$ cat config.mk
export PLATFORM = sky130hd
export DESIGN_NAME = counter_seq_ctrl
export DESIGN_NICKNAME = d
export VERILOG_FILES = /design/src/rtl/counter_seq_ctrl.sv
export SDC_FILE = /design/constraint.sdc
export NUM_CORES = 1
export LEC_CHECK = 0
export CAP_MARGIN = 20
export CORE_UTILIZATION = 42
export DETAILED_ROUTE_END_ITERATION = 16
export GPL_ROUTABILITY_DRIVEN = 0
export MAX_ROUTING_LAYER = met4
export PLACE_DENSITY = 0.85
export SLEW_MARGIN = 10
export SYNTH_ARGS = -nofsm -noshare
export SYNTH_HDL_FRONTEND = slang
export SYNTH_SLANG_ARGS = --single-unit
$ cat constraint.sdc
create_clock -name clk -period 3.2 [get_ports clk]
set_input_delay 0.32 -clock clk [delete_from_list [all_inputs] [get_ports clk]]
set_output_delay 0.32 -clock clk [all_outputs]
set_load 0.01 [all_outputs]
$ cat src/rtl/counter_seq_ctrl.sv
// Command sequencer for one up/down counter: load start value, step to end, pulse done.
// Optional prescaler between steps is compiled in with `define CNT_SEQ_PRESCALE_EN.
module counter_seq_ctrl #(
    parameter int WIDTH    = 4,
    parameter int PRESCALE = 4,
    parameter int PS_WIDTH = 8
) (
    input  logic             clk,
    input  logic             rst_n,
    input  logic             cmd_valid,
    output logic             cmd_ready,
    input  logic [WIDTH-1:0] cmd_start,
    input  logic [WIDTH-1:0] cmd_end,
    input  logic             cmd_dir,
    input  logic             abort,
    output logic             cnt_ce,
    output logic             cnt_ld,
    output logic             cnt_cu,
    output logic             cnt_cd,
    output logic [WIDTH-1:0] cnt_data,
    input  logic [WIDTH-1:0] cnt_q,
    output logic             busy,
    output logic             done
);

    typedef enum logic [1:0] {
        IDLE,
        LOAD,
        RUN,
        DONE
    } state_t;

    state_t           state_q, state_d;
    logic [WIDTH-1:0] start_q;
    logic [WIDTH-1:0] end_q;
    logic             dir_q;
    logic             accept;
    logic             tick;

    assign cmd_ready = (state_q == IDLE) & ~abort;
    assign accept    = cmd_valid & cmd_ready;
    assign busy      = (state_q != IDLE);
    assign cnt_data  = start_q;

    always_ff @(posedge clk or negedge rst_n) begin
        if (!rst_n) begin
            state_q <= IDLE;
            start_q <= '0;
            end_q   <= '0;
            dir_q   <= 1'b0;
        end else begin
            state_q <= state_d;
            if (accept) begin
                start_q <= cmd_start;
                end_q   <= cmd_end;
                dir_q   <= cmd_dir;
            end
        end
    end

`ifdef CNT_SEQ_PRESCALE_EN
    localparam logic [PS_WIDTH-1:0] PsLast = PS_WIDTH'(PRESCALE - 1);

    logic [PS_WIDTH-1:0] ps_q, ps_d;

    // Held at zero outside RUN so every run starts a fresh prescale period
    always_comb begin
        ps_d = ps_q;
        if (state_q != RUN) begin
            ps_d = '0;
        end else if (ps_q == PsLast) begin
            ps_d = '0;
        end else begin
            ps_d = ps_q + 1'b1;
        end
    end

    always_ff @(posedge clk or negedge rst_n) begin
        if (!rst_n) begin
            ps_q <= '0;
        end else begin
            ps_q <= ps_d;
        end
    end

    assign tick = (ps_q == PsLast);
`else
    // Every RUN cycle is a step slot; true for any legal parameter set
    assign tick = (PRESCALE > 0) && (PS_WIDTH > 0);
`endif

    always_comb begin
        state_d = state_q;
        cnt_ce  = 1'b0;
        cnt_ld  = 1'b0;
        cnt_cu  = 1'b0;
        cnt_cd  = 1'b0;
        done    = 1'b0;
        unique case (state_q)
            IDLE: begin
                if (accept) begin
                    state_d = LOAD;
                end
            end
            LOAD: begin
                if (abort) begin
                    state_d = IDLE;
                end else begin
                    cnt_ce  = 1'b1;
                    cnt_ld  = 1'b1;
                    state_d = RUN;
                end
            end
            RUN: begin
                if (abort) begin
                    state_d = IDLE;
                end else if (cnt_q == end_q) begin
                    state_d = DONE;
                end else if (tick) begin
                    cnt_ce = 1'b1;
                    cnt_cu = dir_q;
                    cnt_cd = ~dir_q;
                end
            end
            DONE: begin
                done    = 1'b1;
                state_d = IDLE;
            end
            default: begin
                state_d = IDLE;
            end
        endcase
    end

endmodule

==> summary.txt, run 1 <==
Power and ir drop
  – PD cells: 784 nW/um^2
  – Internal: between 400 and 500 uW
  – Reg power frac: 34.7%
  – Clk pwr share: 12.7%
  – P_leak: 0.000403 uW
  – Switching Share: 34.3%
  – Net Sw Power: about 250 uW
  – Peak supply drop: between 0.4 and 0.5 mV
  – Share of total power in combinational logic: 52.6%
  – Total power: 734 uW

Clock tree
  – Root Driver: clkbuf_4
  – Skew-Pair Late Insertion Delay: 0.27 ns
  – TritonCTS clock tree: yes
  – CTS Hold Bufs: 0
  – Clock Path Buffers: 2
  – Setup Buffers After CTS: 0
  – CTS buffer count: 3
  – CTS resizes: 0
  – Clock Sink Count: 11
  – H-tree levels: 1
  – Clock slew at reported path FFs: 0.07 ns

Yosys
  – Synth Cell Area: 621 sq um
  – Seq/Total Area, Yosys: between 40% and 50%
  – Syn_area_per_cell: 12.4 sq um
  – Gate count of the mapped netlist: 50
  – Yosys reg bits: 11
  – Cell taking the most area after synthesis: dfrtp_1
  – Yosys top cell area share: 44.4%
  – Synth warn: 0
  – Post-Syn Nets: 72
  – Area contributors post-synth: dfrtp_1, mux2_2, ha_1
  – Library cells used by synthesis: 22

Place
  – Post-Place Cell Area: 910 sq um
  – PortBufs: 27
  – Dpl hpwl: slightly below 1000 um

Die
  – Die Wd: slightly above 40 um
  – Total core area: 1330 sq um
  – # IOs: 28
  – Die Y: roughly 40 um
  – Initial core utilization: a little under half
  – Die footprint: 1640 sq um
  – Rows: 13

Detailed routing
  – DR iter-0 viols: 17
  – Vias: 488
  – DR DRC count: 0
  – Vias per inst: roughly 5
  – 1st-pass router iterations: 4
  – DRT Wirelength: roughly 1300 um
  – Final ANT Viol Nets: 0
  – Avg WL per Cell: roughly 13 um

GRT
  – First-pass GRT wire length: 1840 um
  – Largest net degree at the start of global routing: 12
  – Global route overflow: 0
  – GRT Util Overall: ~18%
  – Antenna violations before repair: 0
  – Vias in the first global route: 444

Timing
  – Clock Skews: 0.00652 ns
  – Setup TNS: 0 ns
  – Slew headroom: 66.3%
  – Max Slew Vio Count: 0
  – Final hold slack: 0.386 ns
  – Fin crit share: 78.1%
  – Final Hold Viols: 0
  – # setup viols final: 0
  – Worst-margin pin slew: 0.504 ns
  – RSZ-0062 raised after global routing: false
  – Max Fclk: 400 MHz
  – Final min period: about 2.5 ns

Critical path
  – Worst Path Required: 2.88 ns
  – Crit path kind: register to primary output
  – Critical Path End Type: primary output
  – Critical path arrival: 2.18 ns
  – Critical path fanouts, max: 5
  – R2r setup slk: 1.55 ns
  – CP startpoint kind: register

Run
  – Max Cap Violations: 0

Final layout
  – Area Growth Syn to Fin: 50.8%
  – Share of post-route cells with drive strength above 1: 16.0%
  – Most frequent cells in the layout: clkdlybuf4s50_1, dfrtp_1, mux2_2
  – Most common cell after layout, fill and taps aside: clkdlybuf4s50_1
  – Final core occ: a little over two thirds
  – Fill count: about 110
  – Area of the multi-input gates: 334 sq um
  – Layout Nets: 104
  – Antenna cell count: 0
  – Design Area, Final: around 940 sq um
  – Seq. cell area: 275 sq um

Min path
  – HP Class: primary input to asynchronous set/reset pin

Outcome
  – Status: finished, final reports clean
-- per-layer routing --
metal	track usage [%]	vias up	part of all wire, %
li1	-	241	-
met1	21.4	232	41
met2	28.2	15	53
met3	8.33	0	5.8
met4	5.00	0	0
met5	-	-	0
-- state kept, by name (all words and copies together), names as in the netlist --
register and count:
dir_q 1, end_q 4, state_q 2, cnt_data 4
-- per-stage QoR --
| step | setup WS, ns | std cells |
|---|---|---|
| floorplan | 1.58 | 50 |
| global placement | 0.824 | 92 |
| detailed placement | 0.781 | 92 |
| CTS | 0.675 | 96 |
| global route | 0.490 | 96 |
| finish | 0.702 | 96 |
-- synth_stat cells, drive strengths merged --
| master | count |
|---|---|
| ha | 5 |
| nand2 | 1 |
| o41a | 1 |
| dfrtp | 11 |
| a211oi | 2 |
| and3b | 1 |
| o41ai | 1 |
| mux2 | 9 |
| o211ai | 1 |
| and2 | 1 |
| and2b | 1 |
| a2111o | 1 |
| nor2 | 1 |
| nand2b | 1 |
| nor2b | 3 |
| and3 | 1 |
| xor2 | 4 |
| nand3 | 1 |
| o21a | 1 |
| inv | 3 |
-- critical path: stages, from the launching register on --
cell and delay [ns]:
dfrtp_1 0.40, inv_1 0.16, ha_1 0.20, nor2b_1 0.19, o41a_1 0.28, nor2b_1 0.16
clkdlybuf4s50_1 0.54
-- final timing paths --
kind	startpoint	to	depth (start not counted)
min in group clk	cnt_data[0]	cnt_data[0]	1
worst max register to register	state_q[1]	cnt_data[2]	5
worst max-delay path	state_q[0]	cnt_cd	6
max in group asynchronous	rst_n	end_q[2]	1
worst min-delay path	rst_n	state_q[1]	1
worst min register to register	cnt_data[0]	cnt_data[0]	1
-- cell families after synthesis --
logic type / count (synthesis) / synth area share, %
simple gates: 11 / 11.1
flops: 11 / 44.4
mux: 9 / 16.3
compound gates: 7 / 10.7
fa+ha+maj: 5 / 10.1
xor+xnor: 4 / 5.64
buf+inv: 3 / 1.81
-- power by group through the flow --
stage	registers [uW]	clock network, uW	logic [uW]
3_5_place_dp	259	0	388
3_3_place_gp	254	0	376
5_1_grt	265	103	427
6_report	255	93.1	386
4_1_cts	256	98.2	391
2_1_floorplan	262	0	211
-- area by class of cell --
type	count	area share [%]
clock buffer	4	2.81
inverter	3	1.20
tap	15	2.01
sequential	11	29.4
multi-input combinational	36	35.7
timing repair buffer	27	28.9
No activity file was read; power rests on OpenSTA's default activity.
==> run 2, diff against run 1 <==
--- a/config.mk
+++ b/config.mk
@@ -6,11 +6,11 @@
 export NUM_CORES = 1
 export LEC_CHECK = 0
 export CAP_MARGIN = 20
-export CORE_UTILIZATION = 42
+export CORE_UTILIZATION = 39
 export DETAILED_ROUTE_END_ITERATION = 16
 export GPL_ROUTABILITY_DRIVEN = 0
 export MAX_ROUTING_LAYER = met4
-export PLACE_DENSITY = 0.85
+export PLACE_DENSITY = 0.8
 export SLEW_MARGIN = 10
 export SYNTH_ARGS = -nofsm -noshare
 export SYNTH_HDL_FRONTEND = slang
==> constraint.sdc (replaced) <==
create_clock -name clk -period 2.48 [get_ports clk]
set_input_delay 0.248 -clock clk [delete_from_list [all_inputs] [get_ports clk]]
set_output_delay 0.248 -clock clk [all_outputs]
set_load 0.01 [all_outputs]
==> run 2 against run 1 <==
Net effect: critical path depth stayed put; wire length is 4.3% lower; die area is 7.3% higher; clock skew is 0.0031 ns lower; critical endpoint unchanged; largest power group unchanged; highest routed layer unchanged.
==> summary.txt, run 2 (synthesis gave the netlist of run 1 again) <==
Outcome
  – Status: finished, final reports clean

Final layout
  – Layout Nets: 105 (+0.96%)
  – Most frequent cells in the layout: clkdlybuf4s50_1, dfrtp_1, mux2_2
  – Fin cells: 98 (+2.1%)
  – Share of post-route cells with drive strength above 1: 19.5% (+3.5 points)
  – Design Area, Final: 947 sq um (+1.2%)
  – Area Growth Syn to Fin: 52.6%
  – Fill count: 127 (+19%)
  – Most common cell after layout, fill and taps aside: clkdlybuf4s50_1
  – Antenna cell count: 0 (unchanged)

Timing
  – Post-route setup slack: 0.173 ns (-0.529 ns)
  – Fin crit share: approximately 93%
  – Max Slew Vio Count: 0 (unchanged)
  – Slew headroom: 68.2% (+1.9 points)
  – Final Hold Viols: 0 (unchanged)
  – Worst-margin pin slew: 0.475 ns (-0.0290 ns)
  – Max Fclk: 433 MHz
  – # setup viols final: 0 (unchanged)
  – RSZ-0062 raised after global routing: false
  – Setup TNS: 0 ns (unchanged)
  – Final min period: 2.31 ns
  – Clock Skews: 0.00337 ns (-0.00315 ns)

Power and ir drop
  – PD cells: 1010 nW/um^2 (+28%)
  – Net Sw Power: 326 uW (+30%)
  – Clk pwr share: 12.3% (-0.4 points)
  – Total power: 952 uW (+30%)
  – P_leak: 0.000407 uW (+1.1%)
  – Reg power frac: 34.9% (+0.2 points)
  – Internal: 626 uW (+30%)
  – Peak supply drop: 0.569 mV (+30%)
  – Share of total power in combinational logic: 52.8% (+0.2 points)
  – Switching Share: 34.2% (-0.054 points)

Detailed routing
  – Avg WL per Cell: 12.3 um (-6.3%)
  – Final ANT Viol Nets: 0 (unchanged)
  – DR DRC count: 0 (unchanged)
  – 1st-pass router iterations: 2 (-2)
  – DR iter-0 viols: 3 (-14)
  – DRT Wirelength: 1200 um (-4.3%)
  – Vias per inst: 5.07 (-0.23%)
  – Vias: 497 (+1.8%)

Critical path
  – Critical path fanouts, max: 5 (unchanged)
  – Worst Path Required: 2.23 ns (-0.65 ns)
  – Critical path's slowest cell: clkdlybuf4s50_1
  – Delay-heaviest family, CP: buffers and inverters
  – WP buf/inv: 2 (unchanged)
  – R2r setup slk: 0.83 ns (-0.72 ns)
  – Critical path arrival: 2.06 ns (-0.12 ns)
  – Critical Path End Type: primary output
  – Reg2Reg Depth: 5 (unchanged)
  – R2R Path Start: state_q[1]
  – Critical path, cell by cell: inv_2 > ha_1 > nor2b_2 > o41a_1 > nor2b_1 > clkdlybuf4s50_1
  – R2r endpoint: cnt_data[1]
  – Crit path kind: register to primary output
  – CP startpoint kind: register
  – Critical path's largest stage delay: 0.54 ns (about the same)

Clock tree
  – Skew-Pair Late Insertion Delay: 0.26 ns (about the same)
  – Clock Sink Count: 11 (unchanged)
  – Clock Path Buffers: 2 (unchanged)
  – TritonCTS clock tree: yes
  – CTS buffer count: 3 (unchanged)
  – H-tree levels: 1 (unchanged)
  – Clock slew at reported path FFs: 0.07 ns (about the same)
  – Root Driver: clkbuf_4

GRT
  – First-pass GRT wire length: 2070 um (+12%)
  – GRT Util Overall: 16.1% (-2.2 points)
  – Largest net degree at the start of global routing: 12 (unchanged)
  – Vias in the first global route: 516 (+16%)
  – Antenna violations before repair: 0 (unchanged)
  – Global route overflow: 0 (unchanged)

Die
  – Total core area: 1490 sq um (+12%)
  – Rows: 14 (+1)
  – Initial core utilization: 41.7% (-4.8 points)
  – Die Wd: 41.9 um (+3.6%)
  – Die footprint: 1750 sq um (+7.3%)
  – Die Y: 41.9 um (+3.6%)
  – # IOs: 28 (unchanged)

Run
  – Max Cap Violations: 0 (unchanged)

Min path
  – HP Class: primary input to asynchronous set/reset pin

Place
  – DP Cell Count: 93 (+1.1%)
  – Post-placement setup slack: 0.222 ns (-0.558 ns)
  – Dpl hpwl: 999 um (+0.74%)
  – PortBufs: 27 (unchanged)
  – Post-Place Cell Area: 911 sq um (+0.14%)
==> run 2: repair_timing <==
| item | CTS | global route |
|---|---|---|
| gates resized for setup | 0 | 2 |
| buffers inserted | 0 | 1 |
| hold buffers | 0 | 0 |
| setup endpoints to repair | 0 | 3 |
==> run 2: per-stage QoR <==
step / util, % / hold slack (ns)
global placement: 61.2 / 0.480
floorplan: - / -0.0476
finish: 63.6 / 0.310
detailed placement: 61.2 / 0.495
global route: 63.6 / 0.358
CTS: 62.9 / 0.319
==> run 2: worst max-delay path by stage <==
stage | startpoint | endpoint | slack (ns) | depth (start not counted)
6_report | state_q[0] | cnt_cd | 0.17 | 6
3_5_place_dp | cnt_q[1] | cnt_ce | 0.22 | 5
4_1_cts | state_q[0] | cnt_cd | 0.04 | 6
5_1_grt | state_q[0] | cnt_cd | 0.008 | 6
3_3_place_gp | cnt_q[1] | cnt_ce | 0.25 | 5
2_1_floorplan | state_q[0] | cnt_cd | 0.93 | 5
==> run 2: final cells by class <==
cell class,count,area [sq um],area share (%)
clock buffer,4,26.3,2.77
inverter,3,11.3,1.19
multi-input combinational,36,337,35.5
sequential,11,275,29.1
tap,16,20.0,2.11
timing repair buffer,28,278,29.3
==> run 2: power groups by stage <==
| stage | clock network [uW] | logic, uW | registers (uW) |
|---|---|---|---|
| 3_3_place_gp | 0 | 487 | 329 |
| 6_report | 117 | 502 | 332 |
| 5_1_grt | 127 | 551 | 348 |
| 4_1_cts | 121 | 504 | 332 |
| 2_1_floorplan | 0 | 273 | 338 |
| 3_5_place_dp | 0 | 502 | 335 |
==> run 2: metal layers <==
layer / global-route usage, % / vias to the layer above / routed length, um
li1: - / 240 / -
met1: 19.8 / 243 / 515
met2: 26.3 / 14 / 643
met3: 1.74 / 0 / 42
met4: 7.74 / 0 / 0
met5: - / - / 0
==> run 3, diff against run 2 <==
--- a/config.mk
+++ b/config.mk
@@ -9,6 +9,7 @@
 export CORE_UTILIZATION = 39
 export DETAILED_ROUTE_END_ITERATION = 16
 export GPL_ROUTABILITY_DRIVEN = 0
+export HOLD_SLACK_MARGIN = 0.12
 export MAX_ROUTING_LAYER = met4
 export PLACE_DENSITY = 0.8
 export SLEW_MARGIN = 10
==> results of run 3 <==
Final layout, timing and power as in run 2 (identical DEF).
